<file path="src/rtl/l1_instr_refill_ctrl.sv">
// Fetch sequencer for the 2-way L1 instruction cache: lookup, L2 refill handshake
// (primary or next-line block), fill strobes, replay, and saturating hit/miss stats.
module l1_instr_refill_ctrl #(
    parameter int unsigned tag_size    = 9,
    parameter int unsigned idx_size    = 6,
    parameter int unsigned word_size   = 2,
    parameter int unsigned offset_size = 1,
    parameter int unsigned cnt_width   = 16
) (
    input  logic                                                clk_i,
    input  logic                                                rst_i,
    input  logic                                                fetch_req_i,
    input  logic [tag_size+idx_size+word_size+offset_size-1:0]  fetch_addr_i,
    output logic                                                fetch_valid_o,
    output logic [31:0]                                         fetch_data_o,
    output logic                                                fetch_busy_o,
    output logic                                                cache_read_o,
    output logic                                                cache_instr_write_start_o,
    output logic                                                cache_write_o,
    output logic                                                cache_write_next_o,
    output logic [tag_size+idx_size+word_size+offset_size-1:0]  cache_addr_o,
    input  logic                                                cache_hit_i,
    input  logic                                                cache_miss_next_i,
    input  logic [31:0]                                         cache_data_i,
    output logic                                                l2_req_o,
    output logic [tag_size+idx_size-1:0]                        l2_addr_o,
    input  logic                                                l2_ack_i,
    output logic [cnt_width-1:0]                                hit_cnt_o,
    output logic [cnt_width-1:0]                                miss_cnt_o
);

    localparam int unsigned addr_w = tag_size + idx_size + word_size + offset_size;
    localparam int unsigned blk_w  = tag_size + idx_size;
    localparam int unsigned low_w  = word_size + offset_size;

    typedef enum logic [2:0] {
        S_IDLE,
        S_LOOKUP,
        S_REQ,
        S_START,
        S_WRITE
    } state_e;

    state_e                 state_q,    state_d;
    logic [addr_w-1:0]      addr_q,     addr_d;
    logic [blk_w-1:0]       fill_blk_q, fill_blk_d;
    logic                   next_q,     next_d;
    logic                   first_q,    first_d;
    logic [cnt_width-1:0]   hit_cnt_q,  hit_cnt_d;
    logic [cnt_width-1:0]   miss_cnt_q, miss_cnt_d;

    always_ff @(posedge clk_i) begin
        if (!rst_i) begin
            state_q    <= S_IDLE;
            addr_q     <= '0;
            fill_blk_q <= '0;
            next_q     <= 1'b0;
            first_q    <= 1'b0;
            hit_cnt_q  <= '0;
            miss_cnt_q <= '0;
        end else begin
            state_q    <= state_d;
            addr_q     <= addr_d;
            fill_blk_q <= fill_blk_d;
            next_q     <= next_d;
            first_q    <= first_d;
            hit_cnt_q  <= hit_cnt_d;
            miss_cnt_q <= miss_cnt_d;
        end
    end

    // Next-state and strobe decode; the cache answers a LOOKUP in the same cycle.
    always_comb begin
        state_d                   = state_q;
        addr_d                    = addr_q;
        fill_blk_d                = fill_blk_q;
        next_d                    = next_q;
        first_d                   = first_q;
        hit_cnt_d                 = hit_cnt_q;
        miss_cnt_d                = miss_cnt_q;
        fetch_valid_o             = 1'b0;
        fetch_data_o              = '0;
        cache_read_o              = 1'b0;
        cache_instr_write_start_o = 1'b0;
        cache_write_o             = 1'b0;
        cache_write_next_o        = 1'b0;
        cache_addr_o              = addr_q;
        l2_req_o                  = 1'b0;
        l2_addr_o                 = '0;

        unique case (state_q)
            S_IDLE: begin
                if (fetch_req_i) begin
                    addr_d  = fetch_addr_i;
                    first_d = 1'b0;
                    state_d = S_LOOKUP;
                end
            end
            S_LOOKUP: begin
                cache_read_o = 1'b1;
                if (cache_hit_i && !cache_miss_next_i) begin
                    fetch_valid_o = 1'b1;
                    fetch_data_o  = cache_data_i;
                    if (!first_q && (hit_cnt_q != {cnt_width{1'b1}})) begin
                        hit_cnt_d = hit_cnt_q + cnt_width'(1);
                    end
                    state_d = S_IDLE;
                end else begin
                    // Straddling compressed instruction needs the following block.
                    if (cache_hit_i) begin
                        fill_blk_d = addr_q[addr_w-1:low_w] + blk_w'(1);
                        next_d     = 1'b1;
                    end else begin
                        fill_blk_d = addr_q[addr_w-1:low_w];
                        next_d     = 1'b0;
                    end
                    first_d = 1'b1;
                    state_d = S_REQ;
                end
            end
            S_REQ: begin
                l2_req_o  = 1'b1;
                l2_addr_o = fill_blk_q;
                if (l2_ack_i) begin
                    if (miss_cnt_q != {cnt_width{1'b1}}) begin
                        miss_cnt_d = miss_cnt_q + cnt_width'(1);
                    end
                    state_d = S_START;
                end
            end
            S_START: begin
                cache_instr_write_start_o = 1'b1;
                cache_addr_o              = {fill_blk_q, {low_w{1'b0}}};
                state_d                   = S_WRITE;
            end
            S_WRITE: begin
                cache_write_o      = 1'b1;
                cache_write_next_o = next_q;
                cache_addr_o       = {fill_blk_q, {low_w{1'b0}}};
                state_d            = S_LOOKUP;
            end
            default: state_d = S_IDLE;
        endcase
    end

    assign fetch_busy_o = (state_q != S_IDLE);
    assign hit_cnt_o    = hit_cnt_q;
    assign miss_cnt_o   = miss_cnt_q;

endmodule
</file>
<file path="config.mk">
export PLATFORM = sky130hd
export DESIGN_NAME = l1_instr_refill_ctrl
export DESIGN_NICKNAME = d
export VERILOG_FILES = /design/src/rtl/l1_instr_refill_ctrl.sv
export SDC_FILE = /design/constraint.sdc
export NUM_CORES = 1
export LEC_CHECK = 0
export ABC_AREA = 1
export ABC_CLOCK_PERIOD_IN_PS = 1900
export CAP_MARGIN = 20
export CORE_MARGIN = 5
export CORE_UTILIZATION = 45
export DETAILED_ROUTE_END_ITERATION = 8
export PLACE_DENSITY_LB_ADDON = 0.15
export SLEW_MARGIN = 20
export SYNTH_ARGS = -nofsm -noshare
export SYNTH_HDL_FRONTEND = slang
export SYNTH_SLANG_ARGS = --single-unit
</file>
<file path="constraint.sdc">
create_clock -name clk_i -period 1.9 [get_ports clk_i]
set_clock_uncertainty 0.1 [all_clocks]
set_input_delay 0.38 -clock clk_i [delete_from_list [all_inputs] [get_ports clk_i]]
set_output_delay 0.38 -clock clk_i [all_outputs]
set_load 0.02 [all_outputs]
</file>
# Word level (Yosys, flattened, before mapping)

Cells that the tools add are included.

Register bits: 70
Bits of input ports: 56

Muxes and demuxes: 20
Equality and inequality tests: 9
$add $sub $neg: 3
Bitwise operators: 1
Reductions and logical operators: 14

Operators by type and width:

| operator                                                               | number |
|---|---|
| 32-bit 2-to-1 mux                                                      | 2 |
| 16-bit by 1-bit adder with 16-bit output (second input constant)       | 2 |
| 16-bit inequality test (second input constant)                         | 2 |
| 15-bit 2-to-1 mux                                                      | 2 |
| 18-bit 2-to-1 mux                                                      | 1 |
| 15-bit by 1-bit adder with 15-bit output (second input constant)       | 1 |
| 3-bit one-hot mux with 5 select lines                                  | 1 |
| 1-bit 2-to-1 mux                                                       | 10 |
| 3-bit AND reduction                                                    | 3 |
| 3-bit by 2-bit equality test with 1-bit output (second input constant) | 2 |
| 3-bit 2-to-1 mux                                                       | 2 |
| 2-bit inequality test (second input constant)                          | 3 |
| 2-bit AND reduction                                                    | 3 |
| 3-bit by 1-bit equality test with 1-bit output (second input constant) | 1 |
| 3-bit equality test (second input constant)                            | 1 |
| 3-bit logical NOT                                                      | 1 |
| 3-bit nonzero test                                                     | 1 |
| 1-bit logical AND                                                      | 2 |
| 1-bit logical NOT                                                      | 2 |
| 2-bit 2-to-1 mux                                                       | 1 |
| 1-bit one-hot mux with 2 select lines                                  | 1 |
| 2-bit nonzero test                                                     | 1 |
| 2-bit OR reduction                                                     | 1 |
| 1-bit inverter                                                         | 1 |

# Longest topological paths before layout

Word-level depth: 4
Depth in mapped cells: 10

# Worst setup path after synthesis

Ideal clock, no wire load.

Kind: register to output
Start point: reg state_q[1]
End point: out cache_addr_o[10]
Slack: -0.253 ns
Arrival time: 1.673 ns
Data required time: 1.420 ns
Path buffers: 1
Cell stages (with the launch flop): 8
Path through: dfxtp_1 > inv_1 > nor3_1 > inv_1 > nand2_2 > buf_2 > nand2_1 > o21ai_0

Cells in the longest elaborated chain, start to end: 3
Elaborated cells between the ends (all ways): 4

RTL lines:

| element                                                                               | line | source |
|---|---|---|
| start, declared                                                                       | 44   | `state_e state_q, state_d;` |
| start signal, assigned                                                                | 62   | `state_q <= state_d;` |
| 3-bit equality test or 3-bit by 2-bit equality test with 1-bit output (tied branches) | 91   | `unique case (state_q)` |
| 2-bit OR reduction (no source line) *                                                 | --   |  |
| 18-bit 2-to-1 mux *                                                                   | 91   |  |
| end, declared                                                                         | 21   | `output logic [tag_size+idx_size+word_size+offset_size-1:0] cache_addr_o,` |

Mark *: on every way between the ends. The rest lies on a longest branch, timed or not.

# Worst setup path in the final report

Start point: reg state_q[0]
End point: out fetch_data_o[11]

Cells in the longest elaborated chain, start to end: 2

RTL lines:

| element                                        | line | source |
|---|---|---|
| 3-bit by 1-bit equality test with 1-bit output | 91   |  |
| 32-bit 2-to-1 mux                              | 91   |  |
| end, declared                                  | 15   | `output logic [31:0] fetch_data_o,` |

No other way between the ends.

==> results by group <==
Status
  – Outcome: finished with violations
  – Failing checks: setup timing

Logic synthesis
  – Sequential area share after synthesis: 33.37%
  – XOR/XNOR Fraction of Synth Area: 3.963%
  – Ys async rst share: 0%
  – Adder-cell share of the synthesized area: 0.8939%
  – Largest family of logic cells by synthesized area: simple AND/OR/NAND/NOR gates
  – Synth Net Count: 731
  – Yosys top cell area share: 33.37%
  – Most numerous cell in the Yosys netlist: nand2_1
  – Synth Instances: 672
  – Number of synthesized flops with an enable pin: 0
  – Mux cell area share after synthesis: 0%
  – Mapped Area: 4199 um2
  – Yosys top cell by area: dfxtp_1
  – Synth unique cells: 30
  – Compound-cell area share of the yosys netlist: 15.88%
  – Yosys warning count: 0
  – Area contributors post-synth: dfxtp_1 (33%), nand2_1 (16%), nor2_1 (9.5%)
  – Top cells by instance count after synthesis: nand2_1 (181), nor2_1 (106), inv_1 (72), dfxtp_1 (70), o21ai_0 (58)
  – Primary FF master, synth: dfxtp_1
  – Flops & latches, synth: 70
  – Syn Area/Cell: 6.249 um2
  – Post-Synth Simple-Gate Area: 35.22%

Worst hold path
  – Hold path depth: 2
  – WHS Endpoint: fill_blk_q[14]
  – Hold Startpoint: addr_q[17]
  – HP Class: reg -> reg

Floorplan
  – Die X: 106.6 um
  – Core area: 9153 um2
  – Row cnt: 35
  – I/O pin cnt: 160
  – Initial Utilization: 45.88%
  – Die height: 106.6 um
  – Die area: 11360 um2

Placement
  – PortBufs: 159
  – Dpl hpwl: 10170 um
  – Gpl congestion: 0.9375

Setup path
  – Crit Path Class: reg -> out
  – Slowest-stage cell, CP: dfxtp_2
  – Worst reg2reg path depth: 10
  – Max incr delay on CP: 0.36 ns
  – CP Launch Type: flop
  – Critical R2R Launch: state_q[0]
  – Worst path most repeated cell: buf_6
  – Crit-path cells: inv_2 -> buf_6 -> nor3_4 -> bufinv_8 -> buf_4 -> nor2_4 -> buf_6
  – Critical R2R Capture: fill_blk_q[0]
  – Critical path origin: state_q[0]
  – Max Fanout on Critical Path: 8
  – Worst path bufs/invs: 5
  – Req. time, crit path: 1.42 ns
  – Crit path DAT: 1.68 ns
  – Critical Path End Type: primary output
  – CP delay by family, top: buffers and inverters
  – R2r setup slk: 0.02 ns

Cells and area
  – Final net count: 964
  – Multi-input gate area: 2740 um2
  – Area grow syn2layout: 74.76%
  – Share of cells above drive strength 1: 30.95%
  – Post-layout util: 80.18%
  – Antenna diode count: 0
  – Reg area: 1408 um2
  – FILL cells: 635

Timing
  – Worst-Margin Slew: 0.4303 ns
  – Count of final max-slew check failures: 0
  – Worst slew margin: 71.10%
  – Fin crit period: 2.156 ns
  – Max Freq: 463.8 MHz
  – Final worst-path cycle share: 113.5%
  – Final setup viols: 67
  – Final hold violations: 0
  – Worst setup margin: -0.2561 ns
  – RSZ-0062 raised after global routing: true

Clocking
  – # H-tree levels: 3
  – Clock root buffer: clkbuf_8
  – Clk buf depth: 2
  – Reg clk slew, reported paths: 0.07 ns
  – Clock sinks: 70
  – CTS tree: done
  – Skew-Pair Late Insertion Delay: 0.35 ns
  – Cts bufs inserted: 9

Power and ir drop
  – Total power: 4.834 mW
  – Switch Pwr: 1.660 mW
  – Power Internal: 3.174 mW
  – Logic pwr share: 39.1%
  – P_leak: 3.463 nW
  – Switching Share: 34.34%
  – Sequential Power Share: 35.6%
  – Clock Power Share: 25.3%
  – Power per cell area: 658.8 nW/um2
  – Peak VDD IR: 455.2 uV

Global routing
  – Remaining global-route overflow: 0
  – Antenna violations before repair: 0
  – Number of global-route vias before repair: 5035
  – First-pass GRT wire length: 23450 um
  – GRT Total Usage: 24.86%
  – Largest net degree at the start of global routing: 38

Route
  – Antenna-violating nets left: 0
  – Vias/cell: 5.223
  – Vias: 5322
  – DR iter-0 viols: 285
  – Mean routed wirelength per cell: 15.47 um
  – DRT Pass-1 Iters: 4
  – Total Wirelength: 15760 um
  – Post-route DRC: 0

Run
  – Max cap viols: 0
placed cells by master (no fill, tap or decap), types with 2 or more instances in the layout:
cell type / netlist / layout
nand2_1: 181 / 167
buf_4: 3 / 77
nor2_1: 106 / 75
buf_6: 3 / 68
dfxtp_1: 70 / 67
inv_1: 72 / 65
clkdlybuf4s50_1: 0 / 55
a21oi_1: 51 / 50
o21ai_0: 58 / 42
nand3_1: 31 / 30
nor2_4: 4 / 28
dlymetal6s2s_1: 0 / 22
xor2_1: 14 / 14
o21ai_2: 0 / 13
nand4_1: 12 / 12
inv_2: 7 / 11
clkbuf_8: 0 / 11
nor2_2: 3 / 10
a21oi_2: 9 / 10
dlygate4sd2_1: 0 / 10
nand2_2: 5 / 9
nand2_4: 0 / 9
xnor2_1: 5 / 5
buf_8: 0 / 5
buf_12: 0 / 5
inv_4: 0 / 4
o21ai_4: 1 / 3
nor3_1: 4 / 3
ha_1: 3 / 3
buf_16: 0 / 3
buf_2: 7 / 3
nor3_4: 1 / 2
clkbuf_1: 12 / 2
dfxtp_2: 0 / 2
power by group through the flow:
stage / sequential (mW) / combinational [mW] / clock, mW
final: 1.72 / 1.89 / 1.22
after global routing: 1.73 / 2.01 / 1.30
after CTS: 1.70 / 1.58 / 1.21
after detailed placement: 1.72 / 1.30 / 0
after global placement: 1.72 / 1.28 / 0
after floorplan: 1.71 / 0.685 / 0
cells by family (layout without fill, tap and decap cells):
| group | after synthesis | count (layout) |
|---|---|---|
| AND/OR/NAND/NOR | 350 | 350 |
| adder cells (fa/ha/maj) | 3 | 3 |
| buffers and inverters | 108 | 344 |
| flip-flops | 70 | 70 |
| XOR/XNOR | 19 | 19 |
| AO/OA/AOI/OAI | 122 | 122 |
worst min-delay path, stage by stage, from the launching register on:
cell	delay (ns)
dfxtp_1	0.31
o21ai_0	0.07
a21oi_1	0.06
metal layers:
metal  routed length, um  GRT usage [%]
met3                 817          4.214
met1                6363          30.16
met2                8249          44.47
met5                   0              0
met4                 331          8.219
registers in the layout (all words and copies together) (netlist names):
name,count
first_q,1
miss_cnt_o,16
state_q,3
hit_cnt_o,16
fill_blk_q,15
next_q,1
addr_q,18
worst max path at each step:
stage / end / slack [ns] / cells after the start
finish: fetch_data_o[11] / -0.26 / 7
floorplan: cache_addr_o[17] / -0.01 / 7
detailed placement: fetch_data_o[1] / -0.61 / 7
global placement: fetch_data_o[15] / -0.55 / 7
CTS: cache_addr_o[10] / -0.23 / 9
global route: fetch_data_o[11] / -0.32 / 7
stage by stage:
step / setup slack (ns) / setup TNS (ns) / hold WS [ns] / cell area, um2 / std cells
3_5_place_dp: -0.6139 / -31.71 / 0.3540 / 6237 / 965
5_1_grt: -0.3187 / -15.38 / 0.4208 / 7338 / 1019
4_1_cts: -0.2274 / -7.098 / 0.3728 / 6750 / 1009
6_report: -0.2561 / -9.957 / 0.3860 / 7338 / 1019
3_3_place_gp: -0.5501 / -30.02 / 0.3419 / 6237 / 965
2_1_floorplan: -0.01021 / -0.08014 / 0.3300 / 4235 / 672
what timing repair did:
| action | CTS | global route |
|---|---|---|
| cloned | 6 | 3 |
| endpoints found under the setup margin | 80 | 111 |
| buffers inserted | 32 | 15 |
| pin swaps | 6 | 10 |
| hold buffers | 0 | 0 |
| gates resized for setup | 420 | 165 |
cell type report:
cell class / instances / share of cell area, %
Multi-Input combinational cell: 494 / 37.34
Timing Repair Buffer: 249 / 34.54
Sequential cell: 70 / 19.18
Inverter: 79 / 4.297
Clock buffer: 13 / 2.165
Tap cell: 111 / 1.893
Clock inverter: 1 / 0.4092
Timing Repair inverter: 2 / 0.1705
Power figures use the tool's default switching activity.
